==> src/rtl/imm_ext_stage_pkg.sv <==
// Shared definitions for the immediate-extension stage: mode encodings and
// the occupancy states of the main/skid buffer.
package imm_ext_stage_pkg;

  localparam int IMM_MODE_W = 3;

  localparam logic [IMM_MODE_W-1:0] IMM_SEXT  = 3'd0;
  localparam logic [IMM_MODE_W-1:0] IMM_ZEXT  = 3'd1;
  localparam logic [IMM_MODE_W-1:0] IMM_LUI   = 3'd2;
  localparam logic [IMM_MODE_W-1:0] IMM_BR    = 3'd3;
  localparam logic [IMM_MODE_W-1:0] IMM_SHAMT = 3'd4;

  typedef enum logic [1:0] {
    ST_EMPTY = 2'd0,
    ST_ONE   = 2'd1,
    ST_FULL  = 2'd2
  } state_e;

endpackage

==> src/rtl/imm_ext_fn.sv <==
// Combinational immediate expander {mode, imm} -> {data, err}; also usable
// in EX for forwarding checks.
module imm_ext_fn
  import imm_ext_stage_pkg::*;
#(
  parameter int DATA_W = 32,
  parameter int IMM_W  = 16
) (
  input  logic [IMM_MODE_W-1:0] mode,
  input  logic [IMM_W-1:0]      imm,
  output logic [DATA_W-1:0]     data,
  output logic                  err
);

  logic [DATA_W-1:0] sext_w;

  assign sext_w = {{(DATA_W-IMM_W){imm[IMM_W-1]}}, imm};

  always_comb begin
    data = '0;
    err  = 1'b0;
    case (mode)
      IMM_SEXT:  data = sext_w;
      IMM_ZEXT:  data = {{(DATA_W-IMM_W){1'b0}}, imm};
      IMM_LUI:   data = {imm, {(DATA_W-IMM_W){1'b0}}};
      // Top two bits of the sign-extended value fall off the end.
      IMM_BR:    data = {sext_w[DATA_W-3:0], 2'b00};
      IMM_SHAMT: data = {{(DATA_W-5){1'b0}}, imm[10:6]};
      default:   err  = 1'b1;
    endcase
  end

endmodule

==> src/rtl/imm_ext_stage.sv <==
// Registered immediate-extension stage with valid/ready handshake, a
// two-entry main/skid buffer and a synchronous flush.
//
// state    | meaning
// ST_EMPTY | nothing held, out_valid=0
// ST_ONE   | main holds the head entry, skid free
// ST_FULL  | main and skid both held, in_ready=0
module imm_ext_stage
  import imm_ext_stage_pkg::*;
#(
  parameter int DATA_W = 32,
  parameter int IMM_W  = 16,
  parameter int TAG_W  = 32
) (
  input  logic                  clk,
  input  logic                  rst,
  input  logic                  flush,
  input  logic                  in_valid,
  output logic                  in_ready,
  input  logic [IMM_W-1:0]      in_imm,
  input  logic [IMM_MODE_W-1:0] in_mode,
  input  logic [TAG_W-1:0]      in_tag,
  output logic                  out_valid,
  input  logic                  out_ready,
  output logic [DATA_W-1:0]     out_data,
  output logic [TAG_W-1:0]      out_tag,
  output logic                  out_err
);

  state_e state_q, state_d;
  logic   out_valid_q, out_valid_d;
  logic   in_ready_q, in_ready_d;

  logic [DATA_W-1:0] main_data_q, main_data_d, skid_data_q, skid_data_d;
  logic [TAG_W-1:0]  main_tag_q, main_tag_d, skid_tag_q, skid_tag_d;
  logic              main_err_q, main_err_d, skid_err_q, skid_err_d;

  logic [DATA_W-1:0] ext_data;
  logic              ext_err;
  logic              accept, drain;

  imm_ext_fn #(
    .DATA_W(DATA_W),
    .IMM_W (IMM_W)
  ) u_fn (
    .mode(in_mode),
    .imm (in_imm),
    .data(ext_data),
    .err (ext_err)
  );

  assign accept = in_valid & in_ready_q;
  assign drain  = out_valid_q & out_ready;

  always_comb begin
    state_d     = state_q;
    main_data_d = main_data_q;
    main_tag_d  = main_tag_q;
    main_err_d  = main_err_q;
    skid_data_d = skid_data_q;
    skid_tag_d  = skid_tag_q;
    skid_err_d  = skid_err_q;

    if (flush) begin
      state_d = ST_EMPTY;
    end else begin
      case (state_q)
        ST_EMPTY: begin
          if (accept) begin
            main_data_d = ext_data;
            main_tag_d  = in_tag;
            main_err_d  = ext_err;
            state_d     = ST_ONE;
          end
        end
        ST_ONE: begin
          if (accept && drain) begin
            main_data_d = ext_data;
            main_tag_d  = in_tag;
            main_err_d  = ext_err;
          end else if (accept) begin
            skid_data_d = ext_data;
            skid_tag_d  = in_tag;
            skid_err_d  = ext_err;
            state_d     = ST_FULL;
          end else if (drain) begin
            state_d = ST_EMPTY;
          end
        end
        ST_FULL: begin
          if (drain) begin
            main_data_d = skid_data_q;
            main_tag_d  = skid_tag_q;
            main_err_d  = skid_err_q;
            state_d     = ST_ONE;
          end
        end
        default: state_d = ST_EMPTY;
      endcase
    end

    // Handshake flags follow the next occupancy so they can be registered.
    out_valid_d = (state_d != ST_EMPTY);
    in_ready_d  = (state_d != ST_FULL);
  end

  always_ff @(posedge clk or posedge rst) begin
    if (rst) begin
      state_q     <= ST_EMPTY;
      out_valid_q <= 1'b0;
      in_ready_q  <= 1'b0;
      main_data_q <= '0;
      main_tag_q  <= '0;
      main_err_q  <= 1'b0;
      skid_data_q <= '0;
      skid_tag_q  <= '0;
      skid_err_q  <= 1'b0;
    end else begin
      state_q     <= state_d;
      out_valid_q <= out_valid_d;
      in_ready_q  <= in_ready_d;
      main_data_q <= main_data_d;
      main_tag_q  <= main_tag_d;
      main_err_q  <= main_err_d;
      skid_data_q <= skid_data_d;
      skid_tag_q  <= skid_tag_d;
      skid_err_q  <= skid_err_d;
    end
  end

  assign in_ready  = in_ready_q;
  assign out_valid = out_valid_q;
  assign out_data  = main_data_q;
  assign out_tag   = main_tag_q;
  assign out_err   = main_err_q;

endmodule

==> config.mk <==
export PLATFORM = sky130hd
export DESIGN_NAME = imm_ext_stage
export DESIGN_NICKNAME = d
export VERILOG_FILES = /design/src/rtl/imm_ext_stage_pkg.sv /design/src/rtl/imm_ext_fn.sv /design/src/rtl/imm_ext_stage.sv
export SDC_FILE = /design/constraint.sdc
export NUM_CORES = 1
export LEC_CHECK = 0
export ABC_CLOCK_PERIOD_IN_PS = 5400
export BUFFER_PORTS_ARGS = -buffer_cell sky130_fd_sc_hd__buf_2
export CORE_ASPECT_RATIO = 1.4
export CORE_MARGIN = 3
export CORE_UTILIZATION = 35
export CTS_BUF_LIST = sky130_fd_sc_hd__clkbuf_2 sky130_fd_sc_hd__clkbuf_4 sky130_fd_sc_hd__clkbuf_8
export CTS_CLUSTER_SIZE = 24
export DETAILED_ROUTE_END_ITERATION = 8
export PLACE_DENSITY = 0.63
export SLEW_MARGIN = 20
export SYNTH_ARGS = -nofsm -noshare
export SYNTH_HDL_FRONTEND = slang
export SYNTH_SLANG_ARGS = --single-unit
export TNS_END_PERCENT = 5
==> constraint.sdc <==
create_clock -name clk -period 5.4 [get_ports clk]
set_input_delay 0.54 -clock clk [delete_from_list [all_inputs] [get_ports clk]]
set_output_delay 0.54 -clock clk [all_outputs]
set_load 0.02 [all_outputs]
==> impl_results.md, run 1 <==
- Status: complete, no violations
- PD cells: 440 nW/um2
- Initial Util: 35.7%
- Power Internal: 2090 uW
- Congestion Overflow GR: 0
- Clock latency on the worst-skew pair: 430 ps
- Sequential share of power: 46.9%
- Clock Sink Count: 134
- Cell area after synthesis: 6010 um2
- DR vias: 4830
- Worst slew margin: 42.0%
- Syn_nets: 714
- Mapped Avg Cell Area: 9.13 um2
- Drt drc: 0
- Cell leakage power: 0.00329 uW
- Hold WC Path Type: primary input to async pin
- Die height: 161 um
- Die ar.: 18800 um2
- Sequential element share of the synthesized area: 55.8%
- Async set-or-reset flop fraction in the synthesized netlist: 100%
- Nets: 811
- Crit path required time: 5710 ps
- DIE WIDTH: 117 um
- Maximum buffer depth of the clock tree: 2
- Max_cap viols: 0
- DRT Wirelength: 15100 um
- Crit-path max FO: 110
- Setup violations, final: 0
- Clock tree from TritonCTS: done
- Post-CTS resize count: 0
- Final min period: 2270 ps
- Skew final: 10.3 ps
- Root Buffer: clkbuf_8
- Most used DFF post-synth: dfrtp_1
- RD Place Congestion: 0.810
- Unrepaired setup endpoints after global routing: no
- Total Routing Usage GR: 16.3%
- Fill cells: 1684
- Post-DRT Antenna Nets: 0
- Drt via density: 4.97
- Synth warn: 0
- Synth area leaders: dfrtp_1 56%, nand2_1 13%, a31oi_1 5.6%
- Worst vdd ir: 0.150 mV
- Post-synth EDFFs: 0
- Tcrit/Tclk final: 42.1%
- Switch Pwr: 1040 uW
- Final HPWL DP: 9600 um
- Clock Pin Slew Worst Setup and Hold Paths: 80 ps
- Post-CTS setup buffer count: 0
- Diodes inserted: 0
- Top cell type's share of synthesized area: 55.8%
- Post-route cell area: 7120 um2
- Cell taking the most area after synthesis: dfrtp_1
- P&R area growth vs syn: 18.4%
- Crit Path Class: flop to flop
- Num ports: 123
- Initial DRC Count: 393
- CTS Buf Count: 17
- Final slew viol count: 0
- Share of layout cells above drive strength 1: 23.7%
- CP arrival: 2590 ps
- Hold Buf Count CTS: 0
- Pre-antenna DRT Iters: 5
- IO buf count: 122
- First-pass GRT wire length: 24200 um
- Sw frac: 33.3%
- CTS H-tree lvls: 4
- Endpoints failing hold: 0
- FP Rows: 56
- Core ar.: 16800 um2
- Setup TNS: 0 ps
- Vias in the first global route: 4557
- Clock power share: 28.0%
- Area after DPL: 6670 um2
- Worst-Margin Slew: 870 ps
- CP startpoint kind: flop
- WL/cell: 15.5 um
- Initial antenna violation count: 0
- Largest net degree at the start of global routing: 111
- Distinct cells, synth: 43
- Top achievable clock speed: 440 MHz
- Cells after synthesis: 658
- CP endpoint kind: flop
- Synth Register Bits: 134
- Comb power frac: 25.1%
through the flow:
| step | setup slack, ps | cells | hold WS [ps] | power [uW] | util, % |
|---|---|---|---|---|---|
| final | 3130 | 971 | 293 | 3130 | 42.3 |
| after global routing | 3010 | 971 | 284 | 3350 | 42.3 |
| after CTS | 2720 | 970 | 281 | 3170 | 42.1 |
| after detailed placement | 2680 | 938 | 462 | 2280 | 39.6 |
| after global placement | 2710 | 938 | 457 | 2260 | 39.6 |
| after floorplan | 1280 | 658 | 446 | 2010 | - |
critical path, stage by stage, from the launching register on:
cell	delay [ps]
dfrtp_1	450
and4bb_2	400
o2bb2ai_4	200
buf_6	630
mux2_2	410
cells in the mapped netlist, types with 3 or more instances:
cell type and instances:
a221oi_1 15, dfrtp_1 134, buf_6 3, buf_2 27
o31ai_1 4, nand2b_1 3, o211ai_1 3, mux2_2 10
a21oi_1 23, o21ai_0 24, buf_4 9, nor2b_1 4
a31oi_1 54, nand2_1 215, a22oi_1 12, clkbuf_1 10
nor2_1 75, or3_1 3
flip-flops by register name (all words and copies together) (netlist names):
signal and count:
out_data 32, in_ready 1, skid_tag_q 32, skid_data_q 32
out_err 1, out_valid 1, out_tag 32, state_q 2
skid_err_q 1
final cells by class:
| cell class | instances | area, um2 | area share (%) |
|---|---|---|---|
| multi-input combinational | 471 | 2390 | 33.6 |
| sequential | 134 | 3350 | 47.1 |
| tap | 203 | 254 | 3.57 |
| clock buffer | 20 | 269 | 3.78 |
| timing repair buffer | 129 | 687 | 9.65 |
| clock inverter | 12 | 153 | 2.14 |
| inverter | 2 | 12.5 | 0.176 |
routing by layer:
metal	up-vias	wire length, um	global-route usage, %
li1	2426	-	-
met3	13	632	3.56
met1	2270	6560	20.8
met5	-	0	0
met2	121	7640	27.2
met4	0	227	5.89
cell usage in the layout (no fill, tap or decap), types with 2 or more instances in the layout:
cell / n
nand2_1: 215
and2_1: 2
clkinv_2: 3
a221oi_1: 15
o21ai_0: 24
a22oi_1: 12
o21a_1: 2
nor2b_1: 3
nor2b_4: 2
buf_2: 122
mux2_2: 10
a31oi_1: 54
or3_1: 3
nor2_1: 75
a21oi_1: 23
bufinv_16: 3
clkinvlp_4: 4
clkbuf_8: 19
dfrtp_1: 134
nand2b_2: 2
o31ai_1: 4
buf_4: 5
clkinv_4: 2
nand2b_1: 2
and2b_1: 2
nor4bb_1: 2
o211ai_1: 3
power groups by stage:
stage                     Clock (uW)  Sequential [uW]  Combinational (uW)
after floorplan                    0             1630                 381
after global placement             0             1480                 782
after detailed placement           0             1490                 796
after CTS                        908             1470                 797
after global routing             952             1510                 891
final                            878             1470                 786
kinds of logic after synthesis:
group / Yosys count / synth area share (%)
AND/OR/NAND/NOR: 316 / 21.9
AO/OA/AOI/OAI: 144 / 15.5
flip-flops: 134 / 55.8
buffers and inverters: 53 / 4.83
multiplexers: 11 / 2.04
worst paths after layout:
check	from	endpoint	slack, ps	cells after the start
hold reg to reg	skid_tag_q[2]	skid_tag_q[2]	480	2
setup / recovery	state_q[1]	out_data[9]	3130	4
hold / removal	rst	out_data[17]	290	2
setup reg to reg	state_q[1]	out_data[9]	3130	4
min in group clk	in_tag[27]	skid_tag_q[27]	320	3
max in group asynchronous	rst	out_err	4040	3
(Power assumes the default switching activity.)
==> inputs of run 2 (changes only) <==
- ABC_AREA: default -> 1
- ABC_CLOCK_PERIOD_IN_PS: 5400 -> 2240
- clock period: 5.4 -> 2.24 ns (I/O delays scaled with it)
==> run 2 against run 1 <==
  * Area after synthesis grew 6.9%
  * Clock skew grew 6.5 ps
  * Sequential share of layout area is 2.9 points lower
==> impl_results.md, run 2 <==
- Synth warn: 0 (unchanged)
- Crit path required time: 2560 ps (-3150 ps)
- GR Util met1: 21.9% (+1.2 points)
- Drt drc: 0 (unchanged)
- M3 GR Usage: 2.96% (-0.60 points)
- First-pass GRT wire length: 27600 um (+14%)
- Crit-path max FO: 47 (-57%)
- Mux contribution to synthesized area: 0% (-2.0 points)
- Skew final: 16.8 ps (+6.53 ps)
- R2r endpoint: out_data[23]
- Setup TNS: 0 ps (unchanged)
- Synth Area in Compound Gates: 9.21% (-6.3 points)
- Post-synthesis adder-cell area fraction: 0% (unchanged)
- Hold WC Path Type: primary input to flop
- Initial Util: 35.7% (-0.038 points)
- Post-Synth XOR/XNOR Area: 0% (unchanged)
- Nets: 995 (+23%)
- Diodes inserted: 0 (unchanged)
- Num ports: 123 (unchanged)
- Clock Pin Slew Worst Setup and Hold Paths: 70 ps (about the same)
- M2 GR Usage: 29.1% (+1.9 points)
- Top achievable clock speed: 572 MHz (+30%)
- Congestion Overflow GR: 0 (unchanged)
- Syn_nets: 887 (+24%)
- IO buf count: 122 (unchanged)
- Post-CTS resize count: 0 (unchanged)
- Min-Delay Path Depth: 3
- Mapped Avg Cell Area: 7.73 um2 (-15%)
- Commonest non-fill, non-tap cell in the layout: nand2_1
- RR Startpoint: state_q[1]
- Initial antenna violation count: 1 (+1)
- Crit Path Class: flop to flop
- Final std cells w/o fill: 1191 (+23%)
- Worst slack at placement: 490 ps (-2190 ps)
- RD Place Congestion: 0.826 (+2.0%)
- CTS H-tree lvls: 4 (unchanged)
- CP arrival: 2070 ps (-520 ps)
- Post-CTS setup buffer count: 0 (unchanged)
- Final slew viol count: 0 (unchanged)
- Largest net degree at the start of global routing: 66 (-41%)
- CTS Buf Count: 17 (unchanged)
- Main combinational cell family by area after synthesis: simple AND/OR/NAND/NOR gates
- Post-synth EDFFs: 0 (unchanged)
- Endpoints failing hold: 0 (unchanged)
- Clock tree from TritonCTS: done
- Cell taking the most area after synthesis: dfrtp_1
- Top cell type's share of synthesized area: 52.2% (-3.6 points)
- Hold EP: skid_tag_q[29]
- Die height: 166 um (+3.3%)
- Most frequent cell after synthesis: nand2_1
- Worst-Margin Slew: 509 ps (-361 ps)
- R2r setup slk: 490 ps (-2640 ps)
- Hold Buf Count CTS: 2 (+2)
- Placed insts: 1158 (+23%)
- Hold path startpoint: in_tag[29]
- Worst slew margin: 66.0% (+24 points)
- Vias in the first global route: 5378 (+18%)
- Maximum buffer depth of the clock tree: 2 (unchanged)
- CP endpoint kind: flop
- Most frequent cells after synthesis: 363 x nand2_1, 134 x dfrtp_1, 98 x o21ai_0, 55 x inv_1, 41 x nand4_1
- Most crowded layer after global routing: met2
- P&R area growth vs syn: 18.1%
- Cell area after synthesis: 6430 um2 (+6.9%)
- Synth Register Bits: 134 (unchanged)
- Final HPWL DP: 11400 um (+19%)
- Clock latency on the worst-skew pair: 430 ps (about the same)
- CP startpoint kind: flop
- Distinct cells, synth: 21 (-51%)
- WL/cell: 13.8 um (-11%)
- Sequential element share of the synthesized area: 52.2% (-3.6 points)
- Final min period: 1750 ps (-524 ps)
- DRT Wirelength: 16500 um (+9.4%)
- Die ar.: 20000 um2 (+6.6%)
- Simple-Gate Fraction of Synth Area: 30.5% (+8.6 points)
- Worst Setup SP: state_q[1]
- Worst Reg2Reg Path Length in Cells: 8 (+4)
- Unrepaired setup endpoints after global routing: no
- Initial DRC Count: 420 (+6.9%)
- Core ar.: 18000 um2 (+7.0%)
- Final WS setup: 491 ps (-2640 ps)
- Synth area leaders: dfrtp_1 52%, nand2_1 21%, o21ai_0 7.6%
- Drt via density: 4.70 (-5.6%)
- Commonest cells after routing, fill and taps aside: 363 x nand2_1, 134 x dfrtp_1, 122 x buf_2, 98 x o21ai_0, 54 x inv_1
- Async set-or-reset flop fraction in the synthesized netlist: 100% (unchanged)
- Root Buffer: clkbuf_8
- Clock Sink Count: 134 (unchanged)
- Post-DRT Antenna Nets: 0 (unchanged)
- Setup violations, final: 0 (unchanged)
- Max_cap viols: 0 (unchanged)
- Share of layout cells above drive strength 1: 21.0% (-2.7 points)
- Pre-antenna DRT Iters: 5 (unchanged)
- Cell leakage power: 0.00412 uW (+25%)
- Most used DFF post-synth: dfrtp_1
- Total Routing Usage GR: 17.0% (+0.67 points)
- PD cells: 1050 nW/um2 (+140%)
- Worst vdd ir: 0.335 mV (+120%)
- DR vias: 5594 (+16%)
- Tcrit/Tclk final: 78.1% (+36 points)
- Status: complete, no violations
- FP Rows: 58 (+3.6%)
- Cells after synthesis: 831 (+26%)
- DIE WIDTH: 121 um (+3.2%)
-- run 2: changes by cell type after synthesis, sizes merged, moves of 12 or more --
| cell | delta |
|---|---|
| a31oi | -54 |
| nand2 | +149 |
| a22oi | -12 |
| clkbuf | +15 |
| or2 | +16 |
| inv | +57 |
| buf | -12 |
| nor2 | -62 |
| o21ai | +78 |
| nand4 | +42 |
| a221oi | -15 |
| nand3 | +30 |
-- run 2: power breakdown --
| group | internal (uW) | total (uW) | switching, uW | leakage (uW) |
|---|---|---|---|---|
| registers | 3310 | 3750 | 440 | 0.00172 |
| logic | 824 | 2440 | 1610 | 0.00223 |
| clock network | 844 | 1780 | 940 | 0.000171 |
| total | 4980 | 7970 | 2990 | 0.00412 |
-- run 2: worst max path at each step --
stage                               to  slack, ps  cells past startpoint
after global routing      out_data[19]        320                      8
after CTS                  out_data[3]        480                      8
after detailed placement  out_data[16]        490                      8
final                     out_data[23]        490                      8
after global placement     out_data[3]        520                      6
after floorplan               in_ready        350                      1
-- run 2: cells by family after synthesis --
group	after synthesis
and+or+nand+nor	466
DFF	134
AOI/OAI and AO/OA	118
buffers and inverters	113
-- run 2: final cells by class --
type / count / area, um2
Fill cell: 1895 / 10400
Sequential cell: 134 / 3350
Multi-Input combinational cell: 584 / 2560
Timing Repair Buffer: 143 / 811
Tap cell: 240 / 300
Clock buffer: 22 / 284
Inverter: 59 / 225
Clock inverter: 9 / 55.1
-- run 2: worst max-delay path: stages (launching register included) --
cell     delay [ps]
dfrtp_1         440
inv_2            70
nor2_4           90
buf_4           230
inv_1            80
buf_4           260
or2_2           320
nand3_1          80
nand2_1          50
-- run 2: routing by layer --
| layer | up-vias | routed length [um] |
|---|---|---|
| met5 | - | 7 |
| met4 | 2 | 234 |
| met3 | 20 | 534 |
| met2 | 131 | 8260 |
| met1 | 2589 | 7430 |
| li1 | 2852 | - |
-- run 2: through the flow --
step	util, %	cell area [um2]	hold WS (ps)	total power [uW]
2_1_floorplan	-	6430	345	5410
4_1_cts	42.2	7590	6.67	8100
6_report	42.2	7590	29.6	7970
3_3_place_gp	40.2	7230	290	6210
5_1_grt	42.2	7590	19.5	8580
3_5_place_dp	40.2	7230	290	6280
==> inputs of run 3 (changes only) <==
- ABC_AREA: 1 -> 0
- ABC_CLOCK_PERIOD_IN_PS: 2240 -> 1500
- PLACE_DENSITY: 0.63 -> 0.65
- clock period: 2.24 -> 1.5 ns (I/O delays scaled with it)
==> run 3 against run 2 <==
  * The flow now finishes with violations (setup timing)
  * Clock power is 69% higher
  * Fmax grew 10%
  * Sequential power up 41%
  * Critical path depth decreased by 1
  * Critical path type unchanged
  * Setup slack lost 580 ps
  * Flip-flop and latch count is the same
  * Hold slack better by 31 ps
  * Largest cell class unchanged
  * Highest routed layer is now met4
  * Sequential share of layout area fell by 4.0 points
  * Core utilization grew 7.5 points
  * Cell count shrank 10%
==> impl_results.md, run 3 (same netlist as run 1, synthesis figures left out) <==
- Cell leakage power: 0.00385 uW (-6.6%)
- CTS H-tree lvls: 4 (unchanged)
- Fin util: 49.7% (+7.5 points)
- RR Startpoint: state_q[1]
- P&R area growth vs syn: 39.0%
- Hold slack final: 60.6 ps (+31.0 ps)
- Nets: 909 (-8.6%)
- FP Rows: 56 (-3.4%)
- Initial Util: 35.7% (+0.038 points)
- Clock latency on the worst-skew pair: 430 ps (about the same)
- PD cells: 1390 nW/um2 (+32%)
- Commonest cells after routing, fill and taps aside: 215 x nand2_1, 133 x dfrtp_1, 122 x buf_2, 70 x nor2_1, 54 x a31oi_1
- Storage element area: 3350 um2 (about the same)
- Worst-Margin Slew: 717 ps (+208 ps)
- Most crowded layer after global routing: met2
- R2r setup slk: -90 ps (-580 ps)
- Power Internal: 7700 uW (+55%)
- Top cell by count, worst path: buf_6
- CP Buf/Inv Count: 3 (-1)
- Pre-antenna DRT Iters: 5 (unchanged)
- Commonest non-fill, non-tap cell in the layout: nand2_1
- RD Place Congestion: 0.837 (+1.3%)
- DRT Wirelength: 17300 um (+4.8%)
- Crit-path max FO: 8 (-83%)
- Area after DPL: 7020 um2 (-2.9%)
- DIE WIDTH: 117 um (-3.1%)
- Worst slew margin: 52.0% (-14 points)
- Sw frac: 33.7% (-3.8 points)
- Hold path startpoint: flush
- Status: finished, violations left
- Hold EP: state_q[0]
- Initial DRC Count: 352 (-16%)
- Post-DRT Antenna Nets: 0 (unchanged)
- First-pass GRT wire length: 27300 um (-0.75%)
- Root Buffer: clkbuf_8
- Critical path's top delay family: simple AND/OR/NAND/NOR gates
- Clock Pin Slew Worst Setup and Hold Paths: 80 ps (about the same)
- Min-Delay Path Depth: 3 (unchanged)
- CP endpoint kind: flop
- Total Routing Usage GR: 18.4% (+1.4 points)
- Hold WC Path Type: primary input to flop
- IO buf count: 122 (unchanged)
- Vias in the first global route: 5318 (-1.1%)
- Pwr Total: 11600 uW (+46%)
- Final WS setup: -85.5 ps (-576 ps)
- Fill cells: 1558 (-18%)
- Max_cap viols: 0 (unchanged)
- Drt drc: 0 (unchanged)
- Core ar.: 16800 um2 (-6.6%)
- Tcrit/Tclk final: 106% (+28 points)
- Drt via density: 5.05 (+7.5%)
- Top achievable clock speed: 631 MHz (+10%)
- Endpoints failing hold: 0 (unchanged)
- Critical Path, Cell by Cell: and4bb_2 -> buf_6 -> nor2b_4 -> buf_6 -> buf_12 -> nor2_2 -> a31oi_1
- Clock tree from TritonCTS: done
- Setup TNS: -3690 ps (-3690 ps)
- M3 GR Usage: 4.35% (+1.4 points)
- Final min period: 1590 ps (-164 ps)
- Skew final: 17.9 ps (+1.06 ps)
- CTS Buf Count: 17 (unchanged)
- Maximum buffer depth of the clock tree: 2 (unchanged)
- Crit Path Class: flop to flop
- Worst vdd ir: 0.774 mV (+130%)
- Share of layout cells above drive strength 1: 28.3% (+7.3 points)
- Area of the multi-input gates: 2500 um2 (-2.4%)
- CP startpoint kind: flop
- M2 GR Usage: 31.6% (+2.5 points)
- Final HPWL DP: 10600 um (-7.1%)
- Num ports: 123 (unchanged)
- Switch Pwr: 3920 uW (+31%)
- Clock Sink Count: 134 (unchanged)
- Initial antenna violation count: 0 (-1)
- Worst Reg2Reg Path Length in Cells: 7 (-1)
- Failing checks: setup timing
- Crit path required time: 1850 ps (-710 ps)
- GR Util met1: 22.3% (+0.39 points)
- Largest net degree at the start of global routing: 80 (+21%)
- Worst Setup SP: state_q[1]
- R2r endpoint: skid_data_q[18]
- CP max-delay cell: dfrtp_1
- Clock power share: 25.8% (+3.4 points)
- Die ar.: 18800 um2 (-6.2%)
- CP arrival: 1940 ps (-130 ps)
- Unrepaired setup endpoints after global routing: yes
- WL/cell: 16.2 um (+17%)
- Die height: 161 um (-3.2%)
- Crit path largest cell delay: 390 ps (-50 ps)
- Congestion Overflow GR: 0 (unchanged)
- Setup violations, final: 89 (+89)
- Diodes inserted: 0 (unchanged)
- Comb power frac: 28.6% (-2.0 points)
- DR vias: 5391 (-3.6%)
- Final slew viol count: 0 (unchanged)
- Sequential share of power: 45.6% (-1.5 points)
- Post-route cell area: 8350 um2 (+10%)
[run 3: power groups by stage]
| stage | sequential (uW) | clock [uW] | combinational (uW) |
|---|---|---|---|
| 3_5_place_dp | 5340 | 0 | 3010 |
| 4_1_cts | 5280 | 3110 | 3270 |
| 2_1_floorplan | 5860 | 0 | 1370 |
| 5_1_grt | 5450 | 3280 | 3690 |
| 3_3_place_gp | 5310 | 0 | 2960 |
| 6_report | 5300 | 3000 | 3320 |
[run 3: worst max path at each step]
stage	endpoint	cells after the start
2_1_floorplan	in_ready	1
3_3_place_gp	out_data[22]	4
3_5_place_dp	out_data[22]	4
4_1_cts	skid_data_q[18]	7
5_1_grt	skid_data_q[2]	7
6_report	skid_data_q[18]	7
[run 3: worst min-delay path, stage by stage]
cell and delay, ps:
buf_2 100, buf_4 140, a21oi_1 50
[run 3: per-layer routing]
metal / part of all wire [%] / wire length [um]
met2: 53 / 9190
met3: 4.4 / 762
met4: 2.1 / 359
met5: 0 / 0
met1: 40 / 6950
[run 3: what timing repair did]
action / CTS / global route
gates cloned: 4 / 4
resized for setup: 30 / 14
endpoints found under the hold margin: 213 / 0
pin swaps: 3 / 2
setup endpoints to repair: 102 / 131
hold buffers: 48 / 0
buffers inserted: 12 / 0
[run 3: area by class of cell]
cell class,count,area share [%]
clock buffers,20,3.22
clock inverters,11,1.53
inverters,2,0.135
multi-input cells,471,29.9
flip-flops and latches,134,40.2
well taps,203,3.04
repair buffers,227,22.0
[run 3: through the flow]
| stage | setup slack, ps | std cells |
|---|---|---|
| after floorplan | -315 | 658 |
| after global placement | -141 | 969 |
| after detailed placement | -137 | 969 |
| after CTS | -63.0 | 1064 |
| after global routing | -148 | 1068 |
| final | -85.5 | 1068 |
